==> config.mk <==
export PLATFORM = sky130hd
export DESIGN_NAME = immediate_fetch_ctrl_flat
export DESIGN_NICKNAME = d
export VERILOG_FILES = /design/src/rtl/immediate_fetch_ctrl_pkg.sv /design/src/rtl/immediate_fetch_ctrl_if.sv /design/src/rtl/immediate_fetch_ctrl_imm_extend.sv /design/src/rtl/immediate_fetch_ctrl.sv /design/src/flat_wrapper.sv
export SDC_FILE = /design/constraint.sdc
export NUM_CORES = 1
export LEC_CHECK = 0
export BUFFER_PORTS_ARGS = -buffer_cell sky130_fd_sc_hd__buf_2
export CAP_MARGIN = 15
export CORE_MARGIN = 1.5
export CORE_UTILIZATION = 54
export CTS_CLUSTER_DIAMETER = 30
export DETAILED_ROUTE_END_ITERATION = 10
export PLACE_DENSITY_LB_ADDON = 0.15
export SYNTH_ARGS = -nofsm -noshare
export SYNTH_HDL_FRONTEND = slang
export SYNTH_SLANG_ARGS = --single-unit
==> constraint.sdc <==
create_clock -name clk -period 3.37 [get_ports clk]
set_clock_uncertainty 0.05 [all_clocks]
set_input_delay 0.5055 -clock clk [delete_from_list [all_inputs] [get_ports clk]]
set_output_delay 0.5055 -clock clk [all_outputs]
set_load 0.02 [all_outputs]
==> src/rtl/immediate_fetch_ctrl_pkg.sv <==
// Shared types and defaults for the decode-stage immediate sequencer.
// Covers state encoding, extension mode codes and width defaults.
package immediate_fetch_ctrl_pkg;

    localparam int INSTR_WIDTH_DEF = 16;
    localparam int DATA_WIDTH_DEF  = 32;

    typedef enum logic {
        IDLE     = 1'b0,
        WAIT_IMM = 1'b1
    } state_t;

    typedef enum logic {
        EXT_ZERO = 1'b0,
        EXT_SIGN = 1'b1
    } ext_t;

endpackage

==> src/rtl/immediate_fetch_ctrl_if.sv <==
// Fetch/decode handshake bundle around the immediate sequencer.
// The master side drives fetch words and decode readiness.
interface immediate_fetch_ctrl_if #(
    parameter int INSTR_WIDTH = 16,
    parameter int DATA_WIDTH  = 32
);
    logic                   instr_valid;
    logic [INSTR_WIDTH-1:0] instr_word;
    logic                   needs_imm;
    logic                   sign_ext;
    logic                   flush;
    logic                   down_ready;
    logic                   stall_out;
    logic                   imm_pending;
    logic                   instr_out_valid;
    logic [INSTR_WIDTH-1:0] instr_out;
    logic                   imm_valid;
    logic [DATA_WIDTH-1:0]  imm_data;

    modport master (
        output instr_valid, instr_word, needs_imm, sign_ext,
        output flush, down_ready,
        input  stall_out, imm_pending, instr_out_valid,
        input  instr_out, imm_valid, imm_data
    );

    modport slave (
        input  instr_valid, instr_word, needs_imm, sign_ext,
        input  flush, down_ready,
        output stall_out, imm_pending, instr_out_valid,
        output instr_out, imm_valid, imm_data
    );
endinterface

==> src/rtl/immediate_fetch_ctrl_imm_extend.sv <==
// Combinational zero/sign extension of an immediate word.
module immediate_fetch_ctrl_imm_extend #(
    parameter int INSTR_WIDTH = 16,
    parameter int DATA_WIDTH  = 32
) (
    input  logic [INSTR_WIDTH-1:0] input_data,
    input  logic                   sign_ext,
    output logic [DATA_WIDTH-1:0]  output_data
);
    localparam int PAD = DATA_WIDTH - INSTR_WIDTH;

    generate
        if (PAD == 0) begin : g_none
            assign output_data = input_data;
        end else begin : g_pad
            logic fill;
            assign fill = sign_ext & input_data[INSTR_WIDTH-1];
            assign output_data = {{PAD{fill}}, input_data};
        end
    endgenerate
endmodule

==> src/rtl/immediate_fetch_ctrl.sv <==
// Decode-stage sequencer pairing opcodes with a trailing immediate word
// and presenting both to decode as one registered transaction.
module immediate_fetch_ctrl
    import immediate_fetch_ctrl_pkg::*;
#(
    parameter int INSTR_WIDTH = INSTR_WIDTH_DEF,
    parameter int DATA_WIDTH  = DATA_WIDTH_DEF
) (
    input logic clk,
    input logic rst,
    immediate_fetch_ctrl_if.slave bus
);
    state_t                 state;
    state_t                 state_nxt;
    logic [INSTR_WIDTH-1:0] op_q;
    ext_t                   ext_q;

    logic                   out_valid_q;
    logic [INSTR_WIDTH-1:0] out_instr_q;
    logic                   out_immv_q;
    logic [DATA_WIDTH-1:0]  out_data_q;

    logic                   accept;
    logic                   consume;
    logic                   load_plain;
    logic                   load_imm;
    logic                   capture;
    logic [DATA_WIDTH-1:0]  ext_data;

    // A flushed word never counts as consumed.
    assign accept     = !(out_valid_q && !bus.down_ready);
    assign consume    = bus.instr_valid && accept && !bus.flush;
    assign load_plain = consume && (state == IDLE) && !bus.needs_imm;
    assign capture    = consume && (state == IDLE) && bus.needs_imm;
    assign load_imm   = consume && (state == WAIT_IMM);

    immediate_fetch_ctrl_imm_extend #(
        .INSTR_WIDTH (INSTR_WIDTH),
        .DATA_WIDTH  (DATA_WIDTH)
    ) u_imm_extend (
        .input_data  (bus.instr_word),
        .sign_ext    (ext_q == EXT_SIGN),
        .output_data (ext_data)
    );

    always_ff @(posedge clk) begin
        if (rst || bus.flush) begin
            state <= IDLE;
        end else begin
            state <= state_nxt;
        end
    end

    always_comb begin
        state_nxt = state;
        unique case (state)
            IDLE:     if (capture)  state_nxt = WAIT_IMM;
            WAIT_IMM: if (load_imm) state_nxt = IDLE;
            default:  state_nxt = IDLE;
        endcase
    end

    always_ff @(posedge clk) begin
        if (rst || bus.flush) begin
            op_q  <= '0;
            ext_q <= EXT_ZERO;
        end else if (capture) begin
            op_q  <= bus.instr_word;
            ext_q <= ext_t'(bus.sign_ext);
        end
    end

    always_ff @(posedge clk) begin
        if (rst) begin
            out_valid_q <= 1'b0;
            out_instr_q <= '0;
            out_immv_q  <= 1'b0;
            out_data_q  <= '0;
        end else if (bus.flush) begin
            out_valid_q <= 1'b0;
            out_immv_q  <= 1'b0;
        end else if (accept) begin
            if (load_plain) begin
                out_valid_q <= 1'b1;
                out_instr_q <= bus.instr_word;
                out_immv_q  <= 1'b0;
                out_data_q  <= '0;
            end else if (load_imm) begin
                out_valid_q <= 1'b1;
                out_instr_q <= op_q;
                out_immv_q  <= 1'b1;
                out_data_q  <= ext_data;
            end else begin
                out_valid_q <= 1'b0;
            end
        end
    end

    always_comb begin
        bus.stall_out       = out_valid_q && !bus.down_ready;
        bus.imm_pending     = (state == WAIT_IMM);
        bus.instr_out_valid = out_valid_q;
        bus.instr_out       = out_instr_q;
        bus.imm_valid       = out_immv_q;
        bus.imm_data        = out_data_q;
    end
endmodule
==> src/flat_wrapper.sv <==
// flat-port wrapper written by rule: the top's interface ports become plain ports
module immediate_fetch_ctrl_flat import immediate_fetch_ctrl_pkg::*;
#(
    parameter int INSTR_WIDTH = INSTR_WIDTH_DEF,
    parameter int DATA_WIDTH  = DATA_WIDTH_DEF
)
  (clk, rst, bus_instr_valid, bus_instr_word, bus_needs_imm, bus_sign_ext, bus_flush, bus_down_ready, bus_stall_out, bus_imm_pending, bus_instr_out_valid, bus_instr_out, bus_imm_valid, bus_imm_data);
  immediate_fetch_ctrl_if #(.INSTR_WIDTH(INSTR_WIDTH), .DATA_WIDTH(DATA_WIDTH)) bus_i ();
  input logic clk;
  input logic rst;
  input wire logic [$bits(bus_i.instr_valid)-1:0] bus_instr_valid;
  input wire logic [$bits(bus_i.instr_word)-1:0] bus_instr_word;
  input wire logic [$bits(bus_i.needs_imm)-1:0] bus_needs_imm;
  input wire logic [$bits(bus_i.sign_ext)-1:0] bus_sign_ext;
  input wire logic [$bits(bus_i.flush)-1:0] bus_flush;
  input wire logic [$bits(bus_i.down_ready)-1:0] bus_down_ready;
  output wire logic [$bits(bus_i.stall_out)-1:0] bus_stall_out;
  output wire logic [$bits(bus_i.imm_pending)-1:0] bus_imm_pending;
  output wire logic [$bits(bus_i.instr_out_valid)-1:0] bus_instr_out_valid;
  output wire logic [$bits(bus_i.instr_out)-1:0] bus_instr_out;
  output wire logic [$bits(bus_i.imm_valid)-1:0] bus_imm_valid;
  output wire logic [$bits(bus_i.imm_data)-1:0] bus_imm_data;
  assign bus_i.instr_valid = bus_instr_valid;
  assign bus_i.instr_word = bus_instr_word;
  assign bus_i.needs_imm = bus_needs_imm;
  assign bus_i.sign_ext = bus_sign_ext;
  assign bus_i.flush = bus_flush;
  assign bus_i.down_ready = bus_down_ready;
  assign bus_stall_out = bus_i.stall_out;
  assign bus_imm_pending = bus_i.imm_pending;
  assign bus_instr_out_valid = bus_i.instr_out_valid;
  assign bus_instr_out = bus_i.instr_out;
  assign bus_imm_valid = bus_i.imm_valid;
  assign bus_imm_data = bus_i.imm_data;
  immediate_fetch_ctrl #(.INSTR_WIDTH(INSTR_WIDTH), .DATA_WIDTH(DATA_WIDTH)) u_core (.clk(clk), .rst(rst), .bus(bus_i));
endmodule
==> results.md, run 1 <==
* Status: complete, no violations
* Register area share after synthesis at 0.447
* Synth Instances at 246
* Fin nets at ~310
* H-tree depth at 2
* Drt via density at roughly 6.0
* Port Buffers at 74
* Number of diodes at 0
* Arr. time, crit path at approximately 1.7 ns
* All-Layer GR Usage at 0.228
* Initial Utilization at 0.577
* R2R Setup Slk at ~1.4 ns
* Reg clk slew, reported paths at 0.09 ns
* Top Ports at 75
* Critical-path maximum fanout at 22
* Pwr dens at 449 nW/um2
* Max Root-Sink Buffers at 2
* Post-Route Setup TNS at 0 ns
* Worst Hold Class: in2reg
* Hold buffer count at cts at 0
* Core area at 4120 um2
* Die W at 69.3 um
* Cell variety after synth at 29
* Layout fillers at 359
* Largest net degree at the start of global routing at 25
* Setup Buffers After CTS at 0
* Yosys reg bits at 53
* Unrepaired setup endpoints after global routing: no
* Row count at 23
* Area of the multi-input gates at roughly 1000 um2
* Die Y at about 69 um
* R2r endpoint: u_core.bus.imm_data[4]
* Final Cycle Share at 0.666
* Worst Path Required at 2.81 ns
* Initial antenna violation count at 0
* Max Clk Rate at around 450 MHz
* Crit path largest cell delay at 0.32 ns
* Gr ovfl total at 0
* Register Area at 1060 um2
* Setup CP Type: in2out
* Starting DRT DRC Count at 141
* Worst-Margin Slew at 0.845 ns
* Crit. Startpoint: bus_down_ready
* Die Footprint at 4800 um2
* Worst setup SP type: input pin
* R2R Path Start: u_core.bus.imm_pending
* Post-CTS Resized at 0
* Critical Path Sink: bus_stall_out
* First-pass GRT wire length at ~9000 um
* Root buf cell: clkbuf_8
* Final min period at roughly 2.2 ns
* Drt total wl at 5410 um
* Worst Reg-to-Reg Cells at 4
* Max-cap violations at 0
* Hold Vio Cnt, Final at 0
* Vias at 2024
* Worst skew pair latency at 0.31 ns
* Syn_area_per_cell at 9.65 um2
* Share of cells above drive strength 1 at 0.346
* Slowest stage cell, crit path: inv_1
* Wirelength per Cell at 16.0 um
* Final HPWL DP at around 3600 um
* TritonCTS clock tree: built
* Main area contributors after synthesis: dfxtp_1 45%, nor3_1 6.7%, a22o_1 5.9%, buf_4 5.7%, o31ai_1 5.4%
* Slew Limit Fails at 0
* Drt first pass iters at 4
* CTS Buf Count at 5
* Number of global-route vias before repair at 1771
* Routability cong. at 0.766
* Yosys warnings at 0
* Net Count, Synth at about 270
* Most common cell after layout, fill and taps aside: buf_2
* Critical path capture point type: primary output
* Area grow syn2layout at 11.6%
* Post-synth top area share at 0.447
* Synth area leader: dfxtp_1
* Most frequent cells in the layout: 74 x buf_2, 53 x dfxtp_1, 32 x nor3_1
* Worst-path cell chain: buf_2 > nand2b_1 > buf_4 > inv_1 > buf_4 > buf_2
* Leak Pwr at approximately 1.2 nW
* Antenna viol nets, final at 0
* Clock sinks at 53
* Slew headroom at 0.437
* Residual DRC at 0
* Post-synthesis cell area at between 2000 and 2500 um2
* VDD IR max at 299 uV
* Total power at 1.19 mW
* Final setup viols at 0
-- per-stage QoR --
step	cell area [um2]	setup slack, ns	cells	hold slack (ns)	util
global route	2650	1.06	339	0.390	0.644
finish	2650	1.13	339	0.393	0.644
global placement	2560	1.14	332	0.404	0.622
floorplan	2370	1.60	246	0.398	-
detailed placement	2560	1.13	332	0.411	0.622
CTS	2650	1.12	339	0.391	0.644
-- area by class of cell --
type                            instances  area share
Clock buffer                            6      0.0311
Clock inverter                          1     0.00283
Inverter                                2     0.00283
Multi-Input combinational cell        149       0.388
Sequential cell                        53       0.400
Tap cell                               50      0.0236
Timing Repair Buffer                   78       0.151
-- layer usage --
layer,vias to the layer above,global-route usage,share of wire
met5,-,0,0
met4,0,0.0675,0.0067
met3,5,0.0523,0.081
met2,94,0.346,0.45
met1,934,0.324,0.46
li1,991,-,-
-- kinds of logic after synthesis --
| kind of cell | after synthesis | synth area share |
|---|---|---|
| compound gates | 73 | 0.240 |
| buf+inv | 44 | 0.120 |
| flops | 53 | 0.447 |
| simple gates | 76 | 0.193 |
-- sequential cells by signal (all words and copies together) (netlist names) --
| register | count |
|---|---|
| u_core.bus.instr_out | 16 |
| u_core.bus.imm_pending | 1 |
| u_core.op_q | 16 |
| u_core.ext_q | 1 |
| u_core.bus.instr_out_valid | 1 |
| u_core.bus.imm_valid | 1 |
| u_core.bus.imm_data | 17 |
-- worst min path at each step --
stage / from / endpoint / slack, ns / cells after the start
2_1_floorplan: u_core.ext_q / u_core.ext_q / 0.40 / 2
3_3_place_gp: u_core.op_q[7] / u_core.op_q[7] / 0.40 / 2
3_5_place_dp: u_core.bus.imm_data[6] / u_core.bus.imm_data[6] / 0.41 / 1
4_1_cts: bus_instr_word[12] / u_core.bus.imm_data[12] / 0.39 / 2
5_1_grt: bus_instr_word[12] / u_core.bus.imm_data[12] / 0.39 / 2
6_report: bus_instr_word[12] / u_core.bus.imm_data[12] / 0.39 / 2
-- report_power, final --
group	internal, mW	switching (mW)
Sequential	0.650	0.0125
Clock	0.163	0.197
Combinational	0.0633	0.106
-- synth_stat cells, drive strengths merged --
library cell	count
dfxtp	53
buf	35
nor3	33
a21oi	19
nor2b	18
nand4	17
o31ai	17
a22o	16
o22a	16
clkbuf	7
nand2b	4
inv	2
a31oi	1
a32o	1
and4	1
nand3	1
nor2	1
o21a	1
o21ai	1
o311ai	1
or2	1
-- critical path, delay by kind of cell --
kind | cells | cell delay (ns)
buffers and inverters | 5 | 1.05
AND/OR/NAND/NOR | 1 | 0.12
Power figures use the tool's default switching activity.
==> run 2: changes to the inputs <==
--- a/config.mk
+++ b/config.mk
@@ -5,10 +5,11 @@
 export SDC_FILE = /design/constraint.sdc
 export NUM_CORES = 1
 export LEC_CHECK = 0
+export ABC_AREA = 1
 export BUFFER_PORTS_ARGS = -buffer_cell sky130_fd_sc_hd__buf_2
 export CAP_MARGIN = 15
 export CORE_MARGIN = 1.5
-export CORE_UTILIZATION = 54
+export CORE_UTILIZATION = 46
 export CTS_CLUSTER_DIAMETER = 30
 export DETAILED_ROUTE_END_ITERATION = 10
 export PLACE_DENSITY_LB_ADDON = 0.15
==> constraint.sdc (replaced) <==
create_clock -name clk -period 1.85 [get_ports clk]
set_clock_uncertainty 0.05 [all_clocks]
set_input_delay 0.2775 -clock clk [delete_from_list [all_inputs] [get_ports clk]]
set_output_delay 0.2775 -clock clk [all_outputs]
set_load 0.02 [all_outputs]
==> run 2 against run 1 <==
Against the previous run:
- count of clock-buffer cells in the layout down 1
- cell area up 7.9%
- critical endpoint unchanged
- largest power group unchanged
- die area increased by 22%
- critical path depth decreased by 3
- combinational power grew 69%
- via count up 12%
- highest routed layer unchanged
- largest cell class unchanged
==> results.md, run 2 <==
* Area grow syn2layout at 15.2%
* Row count at 26 (+13%)
* Port Buffers at 74 (unchanged)
* Most common cell after layout, fill and taps aside: nand2_1
* Fin nets at 407 (+30%)
* Layout fillers at 526 (+47%)
* Setup Buffers After CTS at 0 (unchanged)
* Gr ovfl total at 0 (unchanged)
* Area of the multi-input gates at 1020 um2 (-0.85%)
* Worst-Margin Slew at 0.351 ns (-0.494 ns)
* Initial antenna violation count at 0 (unchanged)
* R2R Path Start: u_core.bus.instr_out_valid
* Starting DRT DRC Count at 129 (-8.5%)
* Worst Hold End: u_core.bus.imm_data[9]
* Vias at 2275 (+12%)
* Antenna viol nets, final at 0 (unchanged)
* Syn_area_per_cell at 7.60 um2 (-21%)
* Final Cycle Share at 0.803
* Share of cells above drive strength 1 at 0.304 (-0.0421)
* Status: complete, no violations
* Leak Pwr at 1.29 nW (+8.3%)
* Slew headroom at 0.766 (+0.329)
* Hold buffer count at cts at 0 (unchanged)
* Die Footprint at 5850 um2 (+22%)
* Max reg flops at 17 (unchanged)
* Unrepaired setup endpoints after global routing: no
* CTS Buf Count at 5 (unchanged)
* Async SR Flop Fraction at 0 (unchanged)
* Post-synth top area share at 0.427 (-0.0196)
* Max-cap violations at 0 (unchanged)
* Final setup viols at 0 (unchanged)
* Slew Limit Fails at 0 (unchanged)
* Routability cong. at 0.755 (-1.4%)
* Final Cell Area at 2860 um2 (+7.9%)
* Most frequent cells in the layout: 85 x nand2_1, 74 x buf_2, 53 x dfxtp_1
* Worst setup SP type: flop
* Final core occ at 0.553 (-0.0911)
* VDD IR max at 415 uV (+39%)
* Commonest cells post-synth: 85 x nand2_1, 53 x dfxtp_1, 41 x a21oi_1
* Hold depth at 3 (+1)
* Yosys reg bits at 53 (unchanged)
* Placed inst area at 2770 um2 (+8.2%)
* Drt first pass iters at 4 (unchanged)
* Worst skew pair latency at 0.31 ns (about the same)
* Die Y at 76.5 um (+10%)
* Main area contributors after synthesis: dfxtp_1 43%, nand2_1 13%, a21oi_1 8.3%, nand3_1 6.6%, buf_4 6.0%
* Hold Vio Cnt, Final at 0 (unchanged)
* Post-CTS Resized at 0 (unchanged)
* TritonCTS clock tree: built
* Critical path capture point type: primary output
* Post-synthesis cell area at 2480 um2 (+4.6%)
* Initial Utilization at 0.480 (-0.0969)
* Primary FF master, synth: dfxtp_1
* Reg clk slew, reported paths at 0.10 ns (about the same)
* Die W at 76.5 um (+10%)
* Wirelength per Cell at 13.3 um (-16%)
* Top Ports at 75 (unchanged)
* Worst Path Required at 1.52 ns (-1.29 ns)
* Pwr dens at 749 nW/um2 (+67%)
* First-pass GRT wire length at 10100 um (+14%)
* Root buf cell: clkbuf_8
* Synth Instances at 327 (+33%)
* Crit. Startpoint: u_core.bus.instr_out_valid
* Worst Hold Class: in2reg
* Largest net degree at the start of global routing at 26 (+4.0%)
* R2R Setup Slk at 0.44 ns (-0.97 ns)
* Max Root-Sink Buffers at 2 (unchanged)
* Residual DRC at 0 (unchanged)
* H-tree depth at 2 (unchanged)
* Core area at 5170 um2 (+26%)
* All-Layer GR Usage at 0.211 (-0.0174)
* Register Area at 1060 um2 (unchanged)
* Placed Instances at 447 (+35%)
* Clock sinks at 53 (unchanged)
* Yosys warnings at 0 (unchanged)
* Min-delay src: bus_instr_word[9]
* Arr. time, crit path at 1.16 ns (-0.53 ns)
* Post-synth EDFFs at 0 (unchanged)
* Number of diodes at 0 (unchanged)
* Drt total wl at 6070 um (+12%)
* Non-filler cells, final at 455 (+34%)
* Final min period at 1.49 ns
* Number of global-route vias before repair at 2030 (+15%)
* Cell variety after synth at 24 (-17%)
* R2r endpoint: u_core.bus.instr_out[8]
* Post-Route Setup TNS at 0 ns (unchanged)
* Setup CP Type: reg2out
* Net Count, Synth at 350 (+30%)
* Max Clk Rate at 673 MHz
* Drt via density at 5.00 (-16%)
* Register area share after synthesis at 0.427 (-0.0196)
* Worst Reg-to-Reg Cells at 6 (+2)
* Synth area leader: dfxtp_1
* Critical-path maximum fanout at 3 (-86%)
* Count leader, synth: nand2_1
* Final HPWL DP at 4290 um (+18%)
run 2: layout make-up:
cell class	instances	area share
well taps	70	0.0306
clock inverters	3	0.00743
repair buffers	84	0.156
flip-flops and latches	53	0.371
multi-input cells	199	0.357
inverters	41	0.0547
clock buffers	5	0.0240
run 2: power by group:
| part | leakage (nW) | internal (mW) | switching, mW |
|---|---|---|---|
| clock | 0.0445 | 0.270 | 0.407 |
| combinational | 0.820 | 0.0920 | 0.193 |
| sequential | 0.429 | 1.17 | 0.0142 |
| total | 1.29 | 1.53 | 0.614 |
run 2: worst max path at each step:
| stage | endpoint | slack [ns] | depth (start not counted) |
|---|---|---|---|
| after CTS | bus_stall_out | 0.37 | 3 |
| final | bus_stall_out | 0.36 | 3 |
| after global placement | u_core.bus.instr_out[8] | 0.38 | 8 |
| after floorplan | u_core.op_q[6] | 0.28 | 7 |
| after global routing | u_core.bus.instr_out[11] | 0.25 | 6 |
| after detailed placement | u_core.bus.instr_out[8] | 0.36 | 8 |
run 2: logic make-up (layout without fill, tap and decap cells):
family,count (synthesis),after routing,share of synthesized area
DFF,53,53,0.427
buffers and inverters,75,133,0.162
and+or+nand+nor,146,146,0.285
AOI/OAI and AO/OA,53,53,0.126
run 2: through the flow:
step	setup slack [ns]	power [mW]	hold WS (ns)
2_1_floorplan	0.278	1.39	0.370
3_3_place_gp	0.384	1.49	0.398
3_5_place_dp	0.359	1.49	0.402
4_1_cts	0.368	2.15	0.182
5_1_grt	0.251	2.23	0.187
6_report	0.365	2.14	0.180
run 2: critical path, cell delays in order (launching register included):
cell and delay, ns:
dfxtp_1 0.37, inv_1 0.05, nor2_1 0.21, buf_2 0.22
run 2: layer usage:
metal,share of wire,up-vias,global-route usage
met5,0,-,0
met1,0.49,1038,0.301
li1,-,1148,-
met3,0.056,5,0.0347
met4,0.0084,0,0.0537
met2,0.45,84,0.330
